<file path="src/rtl/instr_fetch_unit.sv">
//------------------------------------------------------------------------------
// instr_fetch_unit
//
// Instruction supplier for a MIPS-style core. It owns the program counter. It
// fetches one word at a time from an instruction memory whose latency can
// vary. It presents that word to the control path as Instr/InstrValid. When
// the core retires the word, it uses the control path's PCSrc/jump decision
// to compute the next PC.
//
// Parameters
//   RESET_PC     PC loaded on reset. Bits [1:0] are always forced to zero.
//
// Ports
//   CLK          in   1   clock; all state changes on its rising edge
//   RST          in   1   asynchronous reset, active-low
//   PCSrc        in   1   branch taken; only looked at in a retire cycle
//   jump         in   1   jump instruction; only looked at in a retire cycle
//   Retire       in   1   core has executed Instr; advance the PC
//   imem_req     out  1   fetch request; held high until imem_rvalid
//   imem_addr    out  32  fetch address; always equals PC
//   imem_rvalid  in   1   imem_rdata is valid this cycle
//   imem_rdata   in   32  fetched instruction word
//   Instr        out  32  registered instruction; stable while InstrValid=1
//   InstrValid   out  1   Instr may be executed
//   PC           out  32  address of the current instruction
//   PCPlus4      out  32  PC + 4, combinational, wraps modulo 2^32
//   InstrCount   out  32  number of retired instructions; wraps at 2^32
//------------------------------------------------------------------------------
module instr_fetch_unit #(
    parameter logic [31:0] RESET_PC = 32'h0000_0000
) (
    input  logic        CLK,
    input  logic        RST,
    input  logic        PCSrc,
    input  logic        jump,
    input  logic        Retire,
    output logic        imem_req,
    output logic [31:0] imem_addr,
    input  logic        imem_rvalid,
    input  logic [31:0] imem_rdata,
    output logic [31:0] Instr,
    output logic        InstrValid,
    output logic [31:0] PC,
    output logic [31:0] PCPlus4,
    output logic [31:0] InstrCount
);

    // The PC is always word aligned, including straight out of reset.
    localparam logic [31:0] PC_INIT = {RESET_PC[31:2], 2'b00};

    typedef enum logic [1:0] {
        S_IDLE  = 2'd0,
        S_FETCH = 2'd1,
        S_HOLD  = 2'd2
    } state_t;

    state_t      r_state;
    logic [31:0] r_pc;
    logic [31:0] r_instr;
    logic        r_instr_valid;
    logic        r_imem_req;
    logic [31:0] r_instr_count;

    logic [31:0] w_pc_plus4;
    logic [31:0] w_branch_off;
    logic [31:0] w_jump_target;
    logic [31:0] w_next_pc;

    //--------------------------------------------------------------------------
    // Next-PC datapath. It is only consumed in a HOLD cycle with Retire=1.
    // At that point Instr holds the word being retired.
    //--------------------------------------------------------------------------
    assign w_pc_plus4    = r_pc + 32'd4;
    assign w_branch_off  = {{14{r_instr[15]}}, r_instr[15:0], 2'b00};
    assign w_jump_target = {w_pc_plus4[31:28], r_instr[25:0], 2'b00};

    // NOTE: every signal written in always_comb gets a default first. A path
    // that leaves a signal unassigned would otherwise infer a latch.
    always_comb begin
        w_next_pc = w_pc_plus4;
        if (jump) begin
            w_next_pc = w_jump_target;           // a jump beats a taken branch
        end else if (PCSrc) begin
            w_next_pc = w_pc_plus4 + w_branch_off;  // 32-bit add, wraps
        end
    end

    //--------------------------------------------------------------------------
    // Fetch FSM. All outputs are registered, so each one is updated together
    // with the state transition that implies it:
    //   IDLE  -> FETCH : raise imem_req
    //   FETCH -> HOLD  : capture rdata, drop imem_req, raise InstrValid
    //   HOLD  -> FETCH : advance PC/count, drop InstrValid, raise imem_req
    // In IDLE the state does not look at imem_rvalid. A response that arrives
    // late for a fetch killed by reset therefore cannot land in Instr.
    //--------------------------------------------------------------------------
    // NOTE: state registers use non-blocking (<=) assignments. Every register
    // then samples pre-edge values, and no ordering race can occur between
    // always blocks.
    always_ff @(posedge CLK or negedge RST) begin
        if (!RST) begin
            r_state       <= S_IDLE;
            r_pc          <= PC_INIT;
            r_instr       <= 32'h0;
            r_instr_valid <= 1'b0;
            r_imem_req    <= 1'b0;
            r_instr_count <= 32'h0;
        end else begin
            unique case (r_state)
                S_IDLE: begin
                    r_state    <= S_FETCH;
                    r_imem_req <= 1'b1;
                end

                S_FETCH: begin
                    // Without rvalid, the request and the address (PC) both
                    // stay put. Retire, PCSrc and jump have no effect here.
                    if (imem_rvalid) begin
                        r_instr       <= imem_rdata;
                        r_instr_valid <= 1'b1;
                        r_imem_req    <= 1'b0;
                        r_state       <= S_HOLD;
                    end
                end

                S_HOLD: begin
                    if (Retire) begin
                        r_pc          <= {w_next_pc[31:2], 2'b00};
                        r_instr_count <= r_instr_count + 32'd1;
                        r_instr_valid <= 1'b0;
                        r_imem_req    <= 1'b1;
                        r_state       <= S_FETCH;
                    end
                end

                default: begin
                    // Unreachable encoding: recover to a clean idle state.
                    r_state       <= S_IDLE;
                    r_instr_valid <= 1'b0;
                    r_imem_req    <= 1'b0;
                end
            endcase
        end
    end

    //--------------------------------------------------------------------------
    // Outputs
    //--------------------------------------------------------------------------
    assign imem_req   = r_imem_req;
    assign imem_addr  = r_pc;
    assign PC         = r_pc;
    assign PCPlus4    = w_pc_plus4;
    assign Instr      = r_instr;
    assign InstrValid = r_instr_valid;
    assign InstrCount = r_instr_count;

endmodule

</file>
<file path="config.mk">
export PLATFORM = sky130hd
export DESIGN_NAME = instr_fetch_unit
export DESIGN_NICKNAME = d
export VERILOG_FILES = /design/src/rtl/instr_fetch_unit.sv
export SDC_FILE = /design/constraint.sdc
export NUM_CORES = 1
export LEC_CHECK = 0
export BUFFER_PORTS_ARGS = -buffer_cell sky130_fd_sc_hd__clkbuf_2
export CAP_MARGIN = 0
export CORE_ASPECT_RATIO = 1.5
export CORE_MARGIN = 2
export CORE_UTILIZATION = 47
export CTS_BUF_LIST = sky130_fd_sc_hd__clkbuf_2 sky130_fd_sc_hd__clkbuf_4 sky130_fd_sc_hd__clkbuf_8
export DETAILED_ROUTE_END_ITERATION = 10
export GPL_ROUTABILITY_DRIVEN = 0
export PLACE_DENSITY_LB_ADDON = 0.12
export SETUP_SLACK_MARGIN = 0.3
export SLEW_MARGIN = 10
export SYNTH_ARGS = -nofsm -noshare
export SYNTH_HDL_FRONTEND = slang
export SYNTH_SLANG_ARGS = --single-unit
</file>
<file path="constraint.sdc">
create_clock -name CLK -period 8.95 [get_ports CLK]
set_input_delay 1.3425 -clock CLK [delete_from_list [all_inputs] [get_ports CLK]]
set_output_delay 1.3425 -clock CLK [all_outputs]
set_load 0.1 [all_outputs]
</file>
==> impl_metrics.yaml, run 1 <==
outcome:
  status: "completed"
synth:
  yosys.cell_count.top_type: "dfrtp_1"
  synth_top_area_share_pct: 36.60
  yosys-top-cells-area: "dfrtp_1 (37%), xnor2_1 (7.3%), ha_1 (7.0%)"
  yosys_register_bits: 97
  synthFlopType: "dfrtp_1"
  ys_warn_count: 0
  synth_area_leader_cell: "dfrtp_1"
  yosysSeqAreaShare_pct: 36.60
  syn-cell-area_um2: 6631
  syn_avg_cell_area_um2: 9.185
  synth_edf_count: 0
  synth_common_cells: "dfrtp_1 (97), nand2_1 (79), nor2_1 (62), xnor2_1 (55), a21oi_1 (39)"
  async_reset_ff_share_pct: 100.0
  syn_inst: 722
  yosysUniqueCellTypes: 66
worst_setup_path:
  r2r-start: "PC[2]$_DFFE_PN0P_"
  critPathMaxFanout: 8
  reg2reg_depth: 15
  cp.required_ns: 7.61
  criticalPathCategory: "flop to output pin"
  crit_slowest_cell: "clkbuf_2"
  cp.arrival_ns: 3.09
  crit_chain: "and3_1, and4_1, nand3_2, nor2_1, nand3_1, xnor2_1, clkbuf_2"
  reg2reg_slack_ns: 4.87
  reg2reg_to: "PC[31]$_DFFE_PN0P_"
  critPathLaunchType: "flop"
  cp-end-kind: "output pin"
  max_stage_delay_ns: 0.53
floorplanning:
  rows: 53
  die-area_um2: 15100
  initial_core_util_pct: 47.62
  ios: 200
  die_h_um: 149.5
  core_area_um2: 13930
  die_w_um: 101.0
drt:
  num_vias: 5957
  drc_errors: 0
  first_pass_iters: 5
  drt_iter0_markers: 232
  wire_per_inst_um: 18.12
  viasPerCell: 5.695
  antenna_left: 0
  routed_wirelength_um: 18960
layout:
  n_antenna_cell: 0
  layout.nets: 952
  final_cell_count_no_fill: 1046
  areaGrowthSynthToFinish_pct: 16.21
  drive_gt1_share_pct: 29.74
sta:
  fin_skew_ns: 0.01720
  worstMarginPinSlew_ns: 1.038
  slew_headroom_pct: 30.79
  max_freq_mhz: 225.7
  finalMaxSlewViolations: 0
  setup_violations: 0
  period_minus_slack_ns: 4.431
  min_period_over_period_pct: 49.51
  hold_violations: 0
  rsz0062_at_grt: "false"
  fin_tns_setup_ns: 0
clocking:
  post_cts_resized: 0
  ctsHtreeMaxLevel: 3
  cts_root_buffer: "clkbuf_8"
  cts_buffers: 9
  cts_setup_buffers: 0
  clock-sinks: 97
  cts.path.max_buffers: 2
  clock_latency_ns: 0.38
  path_clk_slew_ns: 0.11
  holdBufCountCts: 0
  cts_tree: "yes"
global_routing:
  grt_pass1_wl_um: 29300
  grt_pass1_vias: 5878
  grt_antenna_before_repair: 0
  grt_max_degree: 80
  grt.total_usage_pct: 24.57
  grt_overflow: 0
hold_path:
  worstHoldStart: "InstrCount[31]$_DFFE_PN0P_"
  holdPathStages: 1
  holdPathEnd: "InstrCount[31]$_DFFE_PN0P_"
  hp-class: "flop to flop"
placed_design:
  hpwl_um: 14350
  dp.cells: 1030
  portBuffers: 193
job:
  cap_viol_max_count: 0
worst max-delay path by stage:
stage / start / endpoint / depth (start not counted)
finish: PC[4]$_DFFE_PN0P_ / PCPlus4[27] / 7
global route: PC[4]$_DFFE_PN0P_ / PCPlus4[31] / 7
CTS: PC[3]$_DFFE_PN0P_ / PCPlus4[26] / 7
detailed placement: PC[2]$_DFFE_PN0P_ / PCPlus4[26] / 7
global placement: PC[2]$_DFFE_PN0P_ / PCPlus4[26] / 7
floorplan: PC[4]$_DFFE_PN0P_ / PC[28]$_DFFE_PN0P_ / 16
layer usage:
layer / vias up / track usage (%) / share of wire, %
li1: 2841 / - / -
met1: 2854 / 28.00 / 39
met2: 211 / 44.17 / 52
met3: 51 / 4.110 / 4.9
met4: 0 / 11.42 / 3.7
met5: - / 0 / 0
worst max-delay path, delay by kind of cell, from the launching register on:
kind	cells	cell delay, ns
simple gates	5	1.36
xor+xnor	1	0.33
buf+inv	1	0.53
flops	1	0.49
sequential cells by signal, summed over array words and instances, names as in the netlist:
name / count
Instr: 32
InstrValid: 1
InstrCount: 32
PC: 30
r_state: 2
cell type report:
cell class | count | area (µm²)
clock buffers | 9 | 123.9
clock inverters | 7 | 87.58
flip-flops and latches | 97 | 2427
fillers | 1286 | 6220
multi-input cells | 562 | 3836
repair buffers | 195 | 983.4
inverters | 11 | 41.29
well taps | 165 | 206.4
cell usage in the layout (no fill, tap or decap), types with 4 or more instances in the layout:
cell type / n
or2_2: 4
xnor2_1: 55
a31oi_1: 5
dfrtp_1: 97
inv_1: 11
clkbuf_2: 192
nor3_1: 6
mux2i_1: 6
nor2b_1: 4
a21o_1: 12
o31ai_1: 5
and3_1: 14
a21oi_1: 39
clkbuf_8: 9
conb_1: 6
nand3_1: 27
o21ai_1: 18
nor2_1: 62
ha_1: 37
o21a_1: 6
a22oi_1: 5
xor2_1: 27
mux2_2: 32
a211oi_1: 14
nand4_1: 14
o21ai_0: 27
nand2_1: 79
and4_1: 6
through the flow:
step	hold slack (ns)	area [µm²]	setup WS (ns)	util, %
2_1_floorplan	0.4673	6650	3.156	-
3_3_place_gp	0.4545	7495	5.065	53.82
3_5_place_dp	0.4577	7495	4.985	53.82
4_1_cts	0.4780	7706	4.531	55.34
5_1_grt	0.4999	7706	4.372	55.34
6_report	0.4710	7706	4.519	55.34
cell families after synthesis:
logic type               synth area share, %
other                                0.05655
AO/OA/AOI/OAI                          15.91
adder cells (fa/ha/maj)                7.283
AND/OR/NAND/NOR                        16.83
multiplexers                           6.340
XOR/XNOR                               11.08
flip-flops                             36.60
buffers and inverters                  5.906
Power of run 1 is not shown: default switching activity piles up to over one toggle a cycle in this logic, so the estimate is an artifact.
==> run 2, diff against run 1 <==
==> constraint.sdc (replaced) <==
create_clock -name CLK -period 4.05 [get_ports CLK]
set_input_delay 0.6075 -clock CLK [delete_from_list [all_inputs] [get_ports CLK]]
set_output_delay 0.6075 -clock CLK [all_outputs]
set_load 0.1 [all_outputs]
==> impl_metrics.yaml, run 2 (synthesis gave the netlist of run 1 again) <==
outcome:
  status: "completed"
sta:
  setup_violations: 0
  hold_violations: 0
  slew_headroom_pct: 34.38
  max_freq_mhz: 278.0
  fin_skew_ns: 0.01351
  fin_tns_setup_ns: 0
  period_minus_slack_ns: 3.597
  holdWs_ns: 0.1344
  worstMarginPinSlew_ns: 0.9832
  min_period_over_period_pct: 88.81
  finalMaxSlewViolations: 0
  layout_setup_ws_ns: 0.4531
  rsz0062_at_grt: "true"
layout:
  layout.nets: 964
  layout_common_cells: "clkbuf_2 (192), nand2_1 (77), dfrtp_1 (76)"
  fillers: 1251
  drive_gt1_share_pct: 38.75
  areaGrowthSynthToFinish_pct: 27.38
  final_cell_count_no_fill: 1058
  n_antenna_cell: 0
  final_common_cell: "clkbuf_2"
placed_design:
  hpwl_um: 14340
  portBuffers: 193
  dp.cells: 1035
  post-place-ws_ns: 0.1545
global_routing:
  grt_pass1_vias: 5972
  grt_max_degree: 35
  grt_overflow: 0
  grt_pass1_wl_um: 30100
  grt_antenna_before_repair: 0
  grt.total_usage_pct: 25.21
drt:
  route.met2.wl_um: 10050
  drc_errors: 0
  top_layer: "met4"
  first_pass_iters: 4
  wire_per_inst_um: 17.75
  num_vias: 5936
  viasPerCell: 5.611
  antenna_left: 0
  routed_wirelength_um: 18780
  drt_iter0_markers: 197
  wl_met1_um: 7386
  route.met3.wl_um: 837
worst_setup_path:
  critPathLaunchType: "flop"
  worstSetupStartpoint: "PC[4]$_DFFE_PN0P_"
  r2r-start: "PC[4]$_DFFE_PN0P_"
  cp-end-kind: "flop"
  critPathMaxFanout: 8
  cp.required_ns: 4.38
  cp.arrival_ns: 3.93
  criticalPathCategory: "flop to flop"
clocking:
  clock-sinks: 97
  path_clk_slew_ns: 0.12
  ctsHtreeMaxLevel: 3
  cts_root_buffer: "clkbuf_8"
  clock_latency_ns: 0.39
  cts_tree: "yes"
  cts.path.max_buffers: 2
  holdBufCountCts: 0
  cts_buffers: 9
floorplanning:
  die_w_um: 101.0
  rows: 53
  die-area_um2: 15100
  ios: 200
  core_area_um2: 13930
  die_h_um: 149.5
  initial_core_util_pct: 47.62
job:
  cap_viol_max_count: 0
hold_path:
  hp-class: "primary input to async pin"
## run 2: cell types whose count changed in the layout (fill, tap and decap cells not counted), moves of 8 or more
cell	change
buf_4	+12
dfrtp_1	-21
dfrtp_2	+12
dfrtp_4	+9
xnor2_1	-19
xnor2_4	+15
xor2_1	-8
## run 2: layout make-up
| cell class | instances | area [µm²] | area share [%] |
|---|---|---|---|
| clock buffers | 9 | 123.9 | 1.466 |
| clock inverters | 7 | 86.33 | 1.022 |
| inverters | 11 | 41.29 | 0.4888 |
| multi-input cells | 562 | 4439 | 52.56 |
| flip-flops and latches | 97 | 2476 | 29.31 |
| well taps | 165 | 206.4 | 2.444 |
| repair buffers | 207 | 1074 | 12.71 |
## run 2: stage by stage
| stage | util [%] | area (µm²) |
|---|---|---|
| 6_report | 60.66 | 8447 |
| 5_1_grt | 60.66 | 8447 |
| 4_1_cts | 59.98 | 8353 |
| 3_5_place_dp | 58.38 | 8130 |
| 3_3_place_gp | 58.38 | 8130 |
| 2_1_floorplan | - | 7252 |
## run 2: worst paths after layout
kind	end	slack, ns	cells past startpoint
worst max-delay path	PC[23]$_DFFE_PN0P_	0.45	13
worst min-delay path	InstrCount[31]$_DFFE_PN0P_	0.13	1
worst max register to register	PC[23]$_DFFE_PN0P_	0.45	13
worst min register to register	InstrCount[31]$_DFFE_PN0P_	0.48	1
max in group asynchronous	PC[22]$_DFFE_PN0P_	3.06	2
min in group CLK	Instr[0]$_DFFE_PN0P_	0.44	2
## run 2: critical path, stage by stage, from the launching register on
cell	delay, ns
dfrtp_4	0.49
and3_4	0.21
and3_4	0.28
nand3_1	0.21
xnor2_4	0.22
ha_4	0.31
nand4_1	0.12
a21oi_2	0.21
nor2_2	0.09
o31ai_4	0.28
a211oi_2	0.16
or4_1	0.51
a311oi_1	0.33
a21o_1	0.12
## run 2: timing repair
item	in CTS	in global routing
pin swaps	1	4
setup buffers	1	6
endpoints found under the setup margin	6	10
resized for setup	2	10
## run 2: metal layers
metal	vias up	global-route usage, %
li1	2854	-
met3	32	4.577
met5	-	0
met4	0	9.865
met1	2890	29.56
met2	160	45.10
Power of run 2 is left out for the same reason.
